File: src/rtl/mult_div_sequencer_if.sv
// Handshake/data bundle between the EX-stage control and the multiply/divide unit.
// Signal suffixes are from the unit's point of view (_i into the unit, _o out of it).
interface mult_div_sequencer_if #(parameter int WIDTH = 32);
    logic             start_i;
    logic [1:0]       op_i;
    logic [WIDTH-1:0] a_i;
    logic [WIDTH-1:0] b_i;
    logic             hi_write_i;
    logic             lo_write_i;
    logic [WIDTH-1:0] write_data_i;
    logic             hilo_read_i;
    logic [WIDTH-1:0] hi_o;
    logic [WIDTH-1:0] lo_o;
    logic             busy_o;
    logic             done_o;
    logic             div_by_zero_o;
    logic             stall_o;

    modport master (
        output start_i, op_i, a_i, b_i, hi_write_i, lo_write_i, write_data_i, hilo_read_i,
        input  hi_o, lo_o, busy_o, done_o, div_by_zero_o, stall_o
    );

    modport slave (
        input  start_i, op_i, a_i, b_i, hi_write_i, lo_write_i, write_data_i, hilo_read_i,
        output hi_o, lo_o, busy_o, done_o, div_by_zero_o, stall_o
    );
endinterface

File: src/rtl/mult_div_sequencer.sv
// Iterative MULT/MULTU/DIV/DIVU unit owning HI/LO; WIDTH iterations plus a sign-fix cycle.
// Define MULTDIV_DIV_EN to build the restoring-divide datapath; otherwise divide starts are ignored.
module mult_div_sequencer #(
    parameter int WIDTH = 32
) (
    input logic                  clk,
    input logic                  rst,
    mult_div_sequencer_if.slave  bus
);
    localparam int CW = $clog2(WIDTH);

    typedef enum logic [1:0] {IDLE, CALC, FIX} state_e;

    state_e             state_q, state_d;
    logic [CW-1:0]      cnt_q, cnt_d;
    logic [2*WIDTH-1:0] acc_q, acc_d;
    logic [WIDTH-1:0]   opnd_q, opnd_d;
    logic               neg_res_q, neg_res_d;
    logic [WIDTH-1:0]   hi_q, hi_d, lo_q, lo_d;
    logic               done_q, done_d;

    logic               signed_op, accept;
    logic [WIDTH-1:0]   abs_a, abs_b;
    logic [WIDTH:0]     mul_sum;
    logic [2*WIDTH-1:0] prod;

    assign signed_op = ~bus.op_i[0];
    assign abs_a     = (signed_op && bus.a_i[WIDTH-1]) ? -bus.a_i : bus.a_i;
    assign abs_b     = (signed_op && bus.b_i[WIDTH-1]) ? -bus.b_i : bus.b_i;
    // acc holds {partial product, remaining multiplier bits}; shifts right each step
    assign mul_sum   = {1'b0, acc_q[2*WIDTH-1:WIDTH]} + (acc_q[0] ? {1'b0, opnd_q} : '0);
    assign prod      = neg_res_q ? -acc_q : acc_q;

`ifdef MULTDIV_DIV_EN
    logic               is_div_q, is_div_d;
    logic               neg_rem_q, neg_rem_d;
    logic               b_zero_q, b_zero_d;
    logic [WIDTH-1:0]   a_raw_q, a_raw_d;
    logic               dbz_q, dbz_d;
    logic [WIDTH:0]     div_shift, div_diff;
    logic [WIDTH-1:0]   quo, rem;

    // acc holds {partial remainder, dividend bits becoming quotient bits}
    assign div_shift = acc_q[2*WIDTH-1:WIDTH-1];
    assign div_diff  = div_shift - {1'b0, opnd_q};
    assign quo       = neg_res_q ? -acc_q[WIDTH-1:0] : acc_q[WIDTH-1:0];
    assign rem       = neg_rem_q ? -acc_q[2*WIDTH-1:WIDTH] : acc_q[2*WIDTH-1:WIDTH];
    assign accept    = bus.start_i && (state_q == IDLE);
    assign bus.div_by_zero_o = dbz_q;
`else
    assign accept    = bus.start_i && (state_q == IDLE) && !bus.op_i[1];
    assign bus.div_by_zero_o = 1'b0;
`endif

    assign bus.hi_o    = hi_q;
    assign bus.lo_o    = lo_q;
    assign bus.busy_o  = (state_q != IDLE);
    assign bus.done_o  = done_q;
    assign bus.stall_o = bus.hilo_read_i & ((state_q != IDLE) | (bus.start_i & (state_q == IDLE)));

    always_comb begin
        state_d   = state_q;
        cnt_d     = cnt_q;
        acc_d     = acc_q;
        opnd_d    = opnd_q;
        neg_res_d = neg_res_q;
        hi_d      = hi_q;
        lo_d      = lo_q;
        done_d    = 1'b0;
`ifdef MULTDIV_DIV_EN
        is_div_d  = is_div_q;
        neg_rem_d = neg_rem_q;
        b_zero_d  = b_zero_q;
        a_raw_d   = a_raw_q;
        dbz_d     = 1'b0;
`endif
        case (state_q)
            IDLE: begin
                if (accept) begin
                    state_d   = CALC;
                    cnt_d     = CW'(WIDTH - 1);
                    neg_res_d = signed_op & (bus.a_i[WIDTH-1] ^ bus.b_i[WIDTH-1]);
                    opnd_d    = abs_a;
                    acc_d     = {{WIDTH{1'b0}}, abs_b};
`ifdef MULTDIV_DIV_EN
                    is_div_d  = bus.op_i[1];
                    neg_rem_d = signed_op & bus.a_i[WIDTH-1];
                    b_zero_d  = (bus.b_i == '0);
                    a_raw_d   = bus.a_i;
                    if (bus.op_i[1]) begin
                        opnd_d = abs_b;
                        acc_d  = {{WIDTH{1'b0}}, abs_a};
                    end
`endif
                end else if (!bus.start_i) begin
                    if (bus.hi_write_i) hi_d = bus.write_data_i;
                    if (bus.lo_write_i) lo_d = bus.write_data_i;
                end
            end
            CALC: begin
                cnt_d = cnt_q - 1'b1;
                if (cnt_q == '0) state_d = FIX;
`ifdef MULTDIV_DIV_EN
                if (is_div_q) begin
                    if (div_diff[WIDTH])
                        acc_d = {div_shift[WIDTH-1:0], acc_q[WIDTH-2:0], 1'b0};
                    else
                        acc_d = {div_diff[WIDTH-1:0], acc_q[WIDTH-2:0], 1'b1};
                end else begin
                    acc_d = {mul_sum, acc_q[WIDTH-1:1]};
                end
`else
                acc_d = {mul_sum, acc_q[WIDTH-1:1]};
`endif
            end
            FIX: begin
                state_d = IDLE;
                done_d  = 1'b1;
                hi_d    = prod[2*WIDTH-1:WIDTH];
                lo_d    = prod[WIDTH-1:0];
`ifdef MULTDIV_DIV_EN
                dbz_d = is_div_q & b_zero_q;
                if (is_div_q) begin
                    // divide-by-zero bypasses sign correction entirely
                    if (b_zero_q) begin
                        hi_d = a_raw_q;
                        lo_d = '1;
                    end else begin
                        hi_d = rem;
                        lo_d = quo;
                    end
                end
`endif
            end
            default: state_d = IDLE;
        endcase
    end

    always_ff @(posedge clk or posedge rst) begin
        if (rst) begin
            state_q   <= IDLE;
            cnt_q     <= '0;
            acc_q     <= '0;
            opnd_q    <= '0;
            neg_res_q <= 1'b0;
            hi_q      <= '0;
            lo_q      <= '0;
            done_q    <= 1'b0;
        end else begin
            state_q   <= state_d;
            cnt_q     <= cnt_d;
            acc_q     <= acc_d;
            opnd_q    <= opnd_d;
            neg_res_q <= neg_res_d;
            hi_q      <= hi_d;
            lo_q      <= lo_d;
            done_q    <= done_d;
        end
    end

`ifdef MULTDIV_DIV_EN
    always_ff @(posedge clk or posedge rst) begin
        if (rst) begin
            is_div_q  <= 1'b0;
            neg_rem_q <= 1'b0;
            b_zero_q  <= 1'b0;
            a_raw_q   <= '0;
            dbz_q     <= 1'b0;
        end else begin
            is_div_q  <= is_div_d;
            neg_rem_q <= neg_rem_d;
            b_zero_q  <= b_zero_d;
            a_raw_q   <= a_raw_d;
            dbz_q     <= dbz_d;
        end
    end
`endif
endmodule

File: src/flat_wrapper.sv
// flat-port wrapper written by rule: the top's interface ports become plain ports
module mult_div_sequencer_flat 
#(
    parameter int WIDTH = 32
)
  (clk, rst, bus_start_i, bus_op_i, bus_a_i, bus_b_i, bus_hi_write_i, bus_lo_write_i, bus_write_data_i, bus_hilo_read_i, bus_hi_o, bus_lo_o, bus_busy_o, bus_done_o, bus_div_by_zero_o, bus_stall_o);
  mult_div_sequencer_if #(.WIDTH(WIDTH)) bus_i ();
  input logic clk;
  input logic rst;
  input wire logic [$bits(bus_i.start_i)-1:0] bus_start_i;
  input wire logic [$bits(bus_i.op_i)-1:0] bus_op_i;
  input wire logic [$bits(bus_i.a_i)-1:0] bus_a_i;
  input wire logic [$bits(bus_i.b_i)-1:0] bus_b_i;
  input wire logic [$bits(bus_i.hi_write_i)-1:0] bus_hi_write_i;
  input wire logic [$bits(bus_i.lo_write_i)-1:0] bus_lo_write_i;
  input wire logic [$bits(bus_i.write_data_i)-1:0] bus_write_data_i;
  input wire logic [$bits(bus_i.hilo_read_i)-1:0] bus_hilo_read_i;
  output wire logic [$bits(bus_i.hi_o)-1:0] bus_hi_o;
  output wire logic [$bits(bus_i.lo_o)-1:0] bus_lo_o;
  output wire logic [$bits(bus_i.busy_o)-1:0] bus_busy_o;
  output wire logic [$bits(bus_i.done_o)-1:0] bus_done_o;
  output wire logic [$bits(bus_i.div_by_zero_o)-1:0] bus_div_by_zero_o;
  output wire logic [$bits(bus_i.stall_o)-1:0] bus_stall_o;
  assign bus_i.start_i = bus_start_i;
  assign bus_i.op_i = bus_op_i;
  assign bus_i.a_i = bus_a_i;
  assign bus_i.b_i = bus_b_i;
  assign bus_i.hi_write_i = bus_hi_write_i;
  assign bus_i.lo_write_i = bus_lo_write_i;
  assign bus_i.write_data_i = bus_write_data_i;
  assign bus_i.hilo_read_i = bus_hilo_read_i;
  assign bus_hi_o = bus_i.hi_o;
  assign bus_lo_o = bus_i.lo_o;
  assign bus_busy_o = bus_i.busy_o;
  assign bus_done_o = bus_i.done_o;
  assign bus_div_by_zero_o = bus_i.div_by_zero_o;
  assign bus_stall_o = bus_i.stall_o;
  mult_div_sequencer #(.WIDTH(WIDTH)) u_core (.clk(clk), .rst(rst), .bus(bus_i));
endmodule
File: config.mk
export PLATFORM = sky130hd
export DESIGN_NAME = mult_div_sequencer_flat
export DESIGN_NICKNAME = d
export VERILOG_FILES = /design/src/rtl/mult_div_sequencer_if.sv /design/src/rtl/mult_div_sequencer.sv /design/src/flat_wrapper.sv
export SDC_FILE = /design/constraint.sdc
export NUM_CORES = 1
export LEC_CHECK = 0
export BUFFER_PORTS_ARGS = -buffer_cell sky130_fd_sc_hd__buf_2
export CORE_UTILIZATION = 50
export CTS_BUF_LIST = sky130_fd_sc_hd__clkbuf_4
export CTS_CLUSTER_DIAMETER = 120
export DETAILED_ROUTE_END_ITERATION = 8
export PLACE_DENSITY = 0.8
export SKIP_CTS_REPAIR_TIMING = 1
export SLEW_MARGIN = 20
export SYNTH_ARGS = -nofsm -noshare
export SYNTH_HDL_FRONTEND = slang
export SYNTH_SLANG_ARGS = --single-unit
File: constraint.sdc
create_clock -name clk -period 7.1 [get_ports clk]
set_input_delay 0.355 -clock clk [delete_from_list [all_inputs] [get_ports clk]]
set_output_delay 0.355 -clock clk [all_outputs]
set_load 0.05 [all_outputs]
* Word-level counts from Yosys, hierarchy flattened
Cells that the tools add are included.
** Storage, ports and cells
- Register bits after elaboration :: 169
- Bits of input ports :: 104
- Output and inout bits :: 68
- Logic and storage cells :: 62
** Operators by class
- Add/sub/neg operators :: 5
- Eq/ne operators :: 8
- Multiplexer cells :: 20
- Bitwise gates (word level) :: 6
- Reductions and logical operators :: 15
** Operators by type and width (count)
- 2-to-1 mux 32 bit :: 9
- 2-to-1 mux 64 bit :: 2
- one-hot mux 32 bit (2 select lines) :: 2
- one-hot mux 64 bit (2 select lines) :: 1
- negator 32 bit :: 2
- negator 64 bit :: 1
- adder 32 x 33 -> 33 bit :: 1
- one-hot mux 5 bit (2 select lines) :: 1
- inequality test 2 bit (second input constant) :: 4
- AND reduction 4 bit :: 2
- AND reduction 2 bit :: 3
- nonzero test 2 bit :: 3
- zero test 5 bit :: 1
- 2-to-1 mux 5 bit :: 1
- subtractor 5 x 1 -> 5 bit (second input constant) :: 1
- logical AND 1 bit :: 4
- 2-to-1 mux 2 bit :: 2
- inequality test 2 x 1 -> 1 bit (second input constant) :: 2
- one-hot mux 2 bit (2 select lines) :: 1
- AND 1 bit :: 3
- == test 2 x 1 -> 1 bit (second input constant) :: 1
- == test 2 bit (second input constant) :: 1
- zero test 2 bit :: 1
- zero test 1 bit :: 1
- other kinds (4) :: 4

* Longest topological paths before layout
Gate-level depths: netlist of run 1.
- Depth in word-level cells :: 5
- Mapped depth :: 12
- Gate-level depth less buffers :: 10

* Worst setup path before layout of run 1
OpenSTA, ideal clock, no wires.
- Path type :: reg2reg
- From :: register u_core.acc_q[0]
- To :: register u_core.acc_q[57]
- Setup time :: 122 ps
- Arrival time :: 2896 ps
- Data required time :: 6978 ps
- Setup slack :: 4082 ps
- Cell stages (with the launch flop) :: 13
- Buffers on the path :: 2
- Period minus slack after synthesis :: 3018 ps
- Path through :: dfrtp_1 -> clkbuf_1 -> clkbuf_1 -> and2_1 -> ha_1 -> inv_1 -> fa_1 -> nor2b_1 -> o2111ai_1 -> a211o_1 -> a2111oi_0 -> o21ai_0 -> a32o_1
** On the way
- Longest elaborated chain between the ends :: 3
** Ends and longest elaborated chain
- start, declared :: line mult_div_sequencer.sv:16 : logic [2*WIDTH-1:0] acc_q, acc_d;
- start signal, assigned :: line mult_div_sequencer.sv:143 : acc_q <= '0;
- start signal, assigned :: line mult_div_sequencer.sv:152 : acc_q <= acc_d;
- 2-to-1 mux 32 bit :: line mult_div_sequencer.sv:31 : assign mul_sum = {1'b0, acc_q[2*WIDTH-1:WIDTH]} + (acc_q[0] ? {1'b0, opnd_q} : '0);
- adder 32 x 33 -> 33 bit :: line mult_div_sequencer.sv:31
- one-hot mux 64 bit (2 select lines) :: line mult_div_sequencer.sv:77 : case (state_q)
No other way between the ends.
A chain may end at the register's enable or synchronous reset.

* Worst setup path after layout of run 1
Ends and elaborated chain as after synthesis.

==> results of run 1 <==
==> per-stage QoR <==
step | area, sq um | util (%) | setup slack (ns)
global placement | 13000 | 55.2 | 3.56
global route | 13400 | 56.8 | 3.02
CTS | 13300 | 56.6 | 3.40
finish | 13400 | 56.8 | 3.33
floorplan | 12000 | - | 2.17
detailed placement | 13000 | 55.2 | 3.41
==> worst register-to-register path: stages, from the launching register on <==
cell	delay, ns
dfrtp_1	1.00
and2_1	0.25
ha_1	0.20
inv_1	0.07
fa_1	0.40
nor2b_1	0.18
o2111ai_1	0.24
a211o_1	0.42
a2111oi_0	0.53
o21ai_0	0.14
a32o_1	0.27
==> layout by cell type, fill, tap and decap left out, types with 7 or more instances in the layout <==
cell	n
a211oi_1	7
a21o_1	17
a21oi_1	79
a221oi_1	10
a22oi_1	32
a31oi_1	10
a32o_1	7
and2_1	38
and3_1	17
buf_2	170
buf_4	10
clkbuf_4	18
dfrtp_1	168
ha_1	37
inv_1	25
mux2i_1	21
nand2_1	158
nand2b_1	12
nand3_1	27
nand4_1	21
nor2_1	85
nor2b_1	10
nor3_1	34
nor4_1	20
o21ai_0	160
o221ai_1	10
o22ai_1	8
o31ai_1	34
o41ai_1	15
or2_2	8
or3_1	19
or4_1	21
xnor2_1	59
xor2_1	63
==> cell usage after synthesis, types with 8 or more instances <==
cell	count	area, sq um
xnor2_1	59	517
a21oi_1	79	395
inv_1	26	97.6
nand2b_1	13	81.3
clkbuf_1	83	312
o22ai_1	8	50.1
buf_1	11	41.3
nor2b_1	11	68.8
nand3_1	27	135
and2_1	38	238
nand2_1	158	593
or3_1	19	119
or2_2	8	50.1
a22oi_1	32	240
nand4_1	21	131
o21ai_0	160	801
dfrtp_1	169	4230
nor4_1	20	125
nor3_1	34	170
a31oi_1	10	62.6
o41ai_1	15	131
a221oi_1	10	87.6
or4_1	21	158
ha_1	37	463
xor2_1	63	552
mux2i_1	21	210
o31ai_1	34	255
and3_1	17	106
nor2_1	86	323
o221ai_1	10	87.6
a21o_1	17	128
==> where the power goes <==
group	internal (mW)	switching, mW	leakage [nW]	total [mW]
combinational	1.21	2.29	3.50	3.50
clock	0.258	0.383	0.168	0.641
sequential	1.42	0.601	2.06	2.02
total	2.89	3.27	5.73	6.16
==> registers in the layout (all words and copies together) (netlist names) <==
signal and cells:
u_core.neg_res_q 1, u_core.bus.done_o 1, u_core.acc_q 64, u_core.state_q 2, u_core.bus.lo_o 32, u_core.opnd_q 32, u_core.cnt_q 5, u_core.bus.hi_o 32
==> logic make-up after synthesis <==
kind of cell	share of synthesized area, %
buffers and inverters	4.16
other	0.0312
XOR/XNOR	8.88
multiplexers	1.93
AND/OR/NAND/NOR	21.3
adder cells (fa/ha/maj)	4.01
AO/OA/AOI/OAI	24.5
flip-flops	35.1
==> how the worst max path moves through the flow <==
stage / slack [ns] / start / to
final: 3.33 / u_core.acc_q[0]$_DFFE_PP0P_ / u_core.acc_q[57]$_DFFE_PP0P_
after global routing: 3.02 / u_core.acc_q[0]$_DFFE_PP0P_ / u_core.acc_q[53]$_DFFE_PP0P_
after CTS: 3.40 / u_core.acc_q[0]$_DFFE_PP0P_ / u_core.acc_q[57]$_DFFE_PP0P_
after detailed placement: 3.41 / u_core.acc_q[0]$_DFFE_PP0P_ / u_core.acc_q[57]$_DFFE_PP0P_
after global placement: 3.56 / u_core.acc_q[0]$_DFFE_PP0P_ / u_core.acc_q[57]$_DFFE_PP0P_
after floorplan: 2.17 / rst / u_core.acc_q[0]$_DFFE_PP0P_
==> cell type report <==
type                       count  area (sq um)  area share (%)
sequential                   169          4230            31.6
clock inverter                14           189            1.41
clock buffer                  18           135            1.01
multi-input combinational   1137          7340            54.9
inverter                      26           103           0.767
antenna                        2          5.00          0.0374
timing repair buffer         185           976            7.30
tap                          319           399            2.98
==> metal layers <==
metal / part of all wire, % / vias up
met2: 43 / 557
met5: 0 / -
li1: - / 5482
met1: 46 / 5484
met4: 2.7 / 0
met3: 8.8 / 59
==> results_dict.tcl, run 1 <==
set metrics [dict create \
    cp.required_ns 7.61 \
    insertion_delay_ns 0.61 \
    drt_iter0_drc 1177 \
    max-cap-violations 0 \
    synthCells 1433 \
    async_reset_ff_share_pct 100 \
    met3_usage_pct 4.57 \
    final_cells 1870 \
    worst_pin_slew_ns 1.07 \
    outcome "finished, final reports clean" \
    setup_tns_ns 0 \
    hp-start "bus_write_data_i[26]" \
    met2_usage_pct 43.9 \
    final_nets 1678 \
    skew_ns 0.0288 \
    ys_ff_latch 169 \
    grt_busiest_layer "met2" \
    vias_per_cell 6.19 \
    clock_path_buffers 2 \
    wire_per_inst_microns 19.0 \
    critPathTopFamily "compound AO/OA/AOI/OAI gates" \
    crit_buf_inv 1 \
    hold_path.class "input pin to flip-flop" \
    io_pins 172 \
    synth_nets 1575 \
    hold_depth 3 \
    synth_flop_cell "dfrtp_1" \
    synth_edf_count 0 \
    rsz0062_at_grt "false" \
    hold_viol 0 \
    layout-drive-gt1-share_pct 16.2 \
    grt_pass1_vias 10500 \
    clock.fmax_mhz 265 \
    path_depth 10 \
    wl_mm 35.6 \
    cp.arrival_ns 4.29 \
    relSlewSlack_pct 28.9 \
    port_buffers 170 \
    setup_viol 0 \
    syn_area_sq_um 12000 \
    placed_cells 1831 \
    crit_chain "and2_1 -> ha_1 -> inv_1 -> fa_1 -> nor2b_1 -> o2111ai_1 -> a211o_1 -> a2111oi_0 -> o21ai_0 -> a32o_1" \
    grt_max_degree 109 \
    path_class "flip-flop to flip-flop" \
    core_area_sq_um 23500 \
    gp_congestion 0.946 \
    grt_pass1_wl_mm 56.2 \
    dp.final_hpwl_mm 27.1 \
    ant_nets 0 \
    clkTransAtPathRegs_ns 0.16 \
    end_kind "flip-flop" \
    static-leakage-power_nw 5.73 \
    syn2layout_area_growth_pct 11.2 \
    r2r_cells 10 \
    initial_core_util_pct 51.1 \
    met1_usage_pct 42.5 \
    root_buffer "clkbuf_4" \
    drt_first_pass_iters 7 \
    vias 11600 \
    worstHoldEndpoint "u_core.bus.hi_o[26]$_DFFE_PP0P_" \
    cts_made_buffers 17 \
    ys_seq_area_share_pct 35.1 \
    h-tree-depth 4 \
    p_per_area_nw_per_um2 460 \
    period_needed_ns 3.77 \
    fp-row-count 56 \
    tritoncts "built" \
    whs_ns 0.00903 \
    final_max_slew_viol_count 0 \
    rr_endpoint "u_core.acc_q[57]$_DFFE_PP0P_" \
    antenna_found_initial 1 \
    drc 0 \
    avgSynthCellArea_sq_um 8.40 \
    finalCritPeriodShare_pct 53.1 \
    crit_path_max_incr_delay_ns 1.00 \
    overflow 0 \
    fp.dieH_microns 157 \
    synthDistinctLibCells 76 \
    yosysWarnings 0 \
    clock_sinks 169 \
    gr-usage-all-layers_pct 29.3 \
    ir_drop_uv 249 \
    critPathSlowestCell "dfrtp_1" \
    dieArea_sq_um 24700 \
    ff2ff_setup_slack_ns 3.33 \
    fill_cells 2170 \
    reg2reg_from "u_core.acc_q[0]$_DFFE_PP0P_" \
    die_w_microns 157 \
    finalPower_mw 6.16 \
    crit_fanout 36 \
    worst_setup_path_start_kind "flip-flop" \
]
Power figures use the tool's default switching activity.
==> run 2, diff against run 1 <==
ABC_AREA = 1   (was not set)
PLACE_DENSITY = 0.79   (was 0.8)
clock period = 3.8 ns   (was 7.1 ns; I/O delays follow)
==> results_dict.tcl, run 2 <==
set metrics [dict create \
    outcome "finished, final reports clean" \
    ir_drop_uv 301 \
    root_buffer "clkbuf_4" \
    static-leakage-power_nw 7.85 \
    drt_iter0_drc 1889 \
    max-cap-violations 0 \
    final_cell_mix "nand2_1, nor2_1, inv_1, nand3_1, buf_2" \
    comb_power_share_pct 60.0 \
    dieArea_sq_um 27800 \
    yosys-top-cells-count "nand2_1, nor2_1, inv_1" \
    synthCells 2132 \
    crit_path_max_incr_delay_ns 0.39 \
    finalCritPeriodShare_pct 67.9 \
    wire_per_inst_microns 17.8 \
    initial_core_util_pct 51.4 \
    final_nets 2489 \
    regMostFlops "u_core.acc_q" \
    h-tree-depth 4 \
    wl_mm 48.0 \
    syn_area_sq_um 13600 \
    p_per_area_nw_per_um2 746 \
    overflow 0 \
    fp-row-count 59 \
    final_max_slew_viol_count 0 \
    finalPower_mw 11.7 \
    synth_flop_cell "dfrtp_1" \
    hold_depth 5 \
    io_pins 172 \
    r2r_cells 18 \
    path_class "flip-flop to flip-flop" \
    ys_ff_latch 169 \
    die_w_microns 167 \
    ys_top_cells_by_area "dfrtp_1, nand2_1, nor2_1" \
    crit_chain "buf_4 -> nand2_1 -> inv_1 -> ha_1 -> inv_1 -> fa_1 -> inv_1 -> nand3_1 -> nand3_1 -> nand2_1 -> nand2_1 -> nand2_1 -> nand2_1 -> nand2_1 -> nand2_1 -> nand2_1 -> nand3_1 -> nand2_1" \
    vias 15100 \
    skew_ns 0.0214 \
    gr-usage-all-layers_pct 33.4 \
    yosysMostFrequentCell "nand2_1" \
    ys_seq_area_share_pct 31.2 \
    hold_viol 0 \
    critPathSlowestCell "fa_1" \
    fp.dieH_microns 167 \
    p_switching_mw 6.66 \
    setup_viol 0 \
    port_buffers 170 \
    hold_path.class "input pin to flip-flop" \
    p_sw_share_pct 56.9 \
    clkTransAtPathRegs_ns 0.16 \
    drt_first_pass_iters 8 \
    vias_per_cell 5.62 \
    end_kind "flip-flop" \
    period_needed_ns 2.58 \
    synth_nets 2274 \
    reg2reg_from "u_core.acc_q[0]$_DFFE_PP0P_" \
    whs_ns 0.000651 \
    yosysWarnings 0 \
    largest_reg_flops 64 \
    insertion_delay_ns 0.61 \
    rr_endpoint "u_core.acc_q[61]$_DFFE_PP0P_" \
    ff2ff_setup_slack_ns 1.22 \
    worstHoldEndpoint "u_core.bus.hi_o[25]$_DFFE_PP0P_" \
    synth_top_cell_area_share_pct 31.2 \
    met1_usage_pct 49.2 \
    met3_usage_pct 5.58 \
    relSlewSlack_pct 36.4 \
    drc 0 \
    rsz0062_at_grt "false" \
    grt_busiest_layer "met2" \
    synth_edf_count 0 \
    syn2layout_area_growth_pct 15.6 \
    core_area_sq_um 26400 \
    path_common_cell "nand2_1" \
    preCtsSetupSlack_ns 1.28 \
    grt_max_degree 170 \
    worst_setup_path_start_kind "flip-flop" \
    hp-start "bus_write_data_i[25]" \
    ant_nets 0 \
    p_int_mw 5.04 \
    setup_tns_ns 0 \
    avgSynthCellArea_sq_um 6.36 \
    cp.required_ns 4.31 \
    layout_commonest_cell "nand2_1" \
    tritoncts "built" \
    seq_power_share_pct 30.2 \
    dp.final_hpwl_mm 36.3 \
    met2_usage_pct 49.7 \
    async_reset_ff_share_pct 100 \
    synth.largest_area_cell "dfrtp_1" \
    gp_congestion 0.994 \
    synthDistinctLibCells 52 \
    crit_fanout 34 \
    worst_pin_slew_ns 0.953 \
    fill_cells 2531 \
    clockPowerShare_pct 9.7 \
    clock.fmax_mhz 387 \
    setup_ws_ns 1.22 \
    layout-drive-gt1-share_pct 12.3 \
    antenna_found_initial 1 \
    cp.arrival_ns 3.09 \
    clock_sinks 169 \
    cts_made_buffers 17 \
    grt_pass1_vias 13200 \
    clock_path_buffers 2 \
    grt_pass1_wl_mm 72.3 \
]
-- run 2: cell types whose count changed after synthesis, sizes merged, moves of 36 or more --
cell and change:
clkbuf -68, buf +37, nand3 +195, nand2 +469
o21ai -46, xor2 -36, inv +233, nor2 +233
a21oi +79, xnor2 -58
-- run 2: logic make-up after synthesis --
family | Yosys count | share of synthesized area, %
AOI/OAI and AO/OA | 345 | 15.1
and+or+nand+nor | 1220 | 38.0
DFF | 169 | 31.2
buffers and inverters | 331 | 10.3
xor gates and xnor gates | 28 | 1.81
other | 1 | 0.0277
adders and majority gates | 38 | 3.56
-- run 2: layer usage --
layer / part of all wire [%] / vias to the layer above
li1: - / 7323
met1: 44 / 6903
met2: 42 / 822
met3: 10 / 100
met4: 3.4 / 0
met5: 0 / -
-- run 2: worst max path at each step --
stage                           startpoint                            to  slack, ns  cells past startpoint
2_1_floorplan                          rst   u_core.acc_q[0]$_DFFE_PP0P_       1.46                      1
3_3_place_gp   u_core.acc_q[0]$_DFFE_PP0P_  u_core.acc_q[61]$_DFFE_PP0P_       1.32                     18
3_5_place_dp   u_core.acc_q[0]$_DFFE_PP0P_  u_core.acc_q[45]$_DFFE_PP0P_       1.28                     16
4_1_cts        u_core.acc_q[0]$_DFFE_PP0P_  u_core.acc_q[61]$_DFFE_PP0P_       1.24                     18
5_1_grt        u_core.acc_q[0]$_DFFE_PP0P_  u_core.acc_q[61]$_DFFE_PP0P_       0.89                     18
6_report       u_core.acc_q[0]$_DFFE_PP0P_  u_core.acc_q[61]$_DFFE_PP0P_       1.22                     18
-- run 2: power by group through the flow --
stage / Combinational (mW) / Sequential, mW / Clock [mW]
2_1_floorplan: 4.20 / 4.23 / 0
3_3_place_gp: 6.67 / 3.50 / 0
3_5_place_dp: 6.80 / 3.52 / 0
4_1_cts: 6.83 / 3.47 / 1.15
5_1_grt: 7.75 / 3.61 / 1.23
6_report: 7.02 / 3.53 / 1.14
-- run 2: cell type report --
type	count	area (sq um)	area share (%)
diodes	1	2.50	0.0160
clock buffers	17	128	0.814
clock inverters	15	180	1.15
inverters	261	985	6.28
multi-input cells	1632	7930	50.6
flip-flops and latches	169	4230	27.0
well taps	335	419	2.67
repair buffers	266	1800	11.5
-- run 2: critical path: cells and delay by family, from the launching register on --
family	cells	cell delay, ns
fa+ha+maj	2	0.55
buf+inv	4	0.55
flops	1	0.37
simple gates	12	1.02
-- run 2: metrics by stage --
step,std cells,instance area [sq um],util [%]
after floorplan,2132,13600,-
after global placement,2578,14500,55.1
after detailed placement,2578,14500,55.1
after CTS,2610,14800,56.2
after global routing,2696,15700,59.5
final,2696,15700,59.5
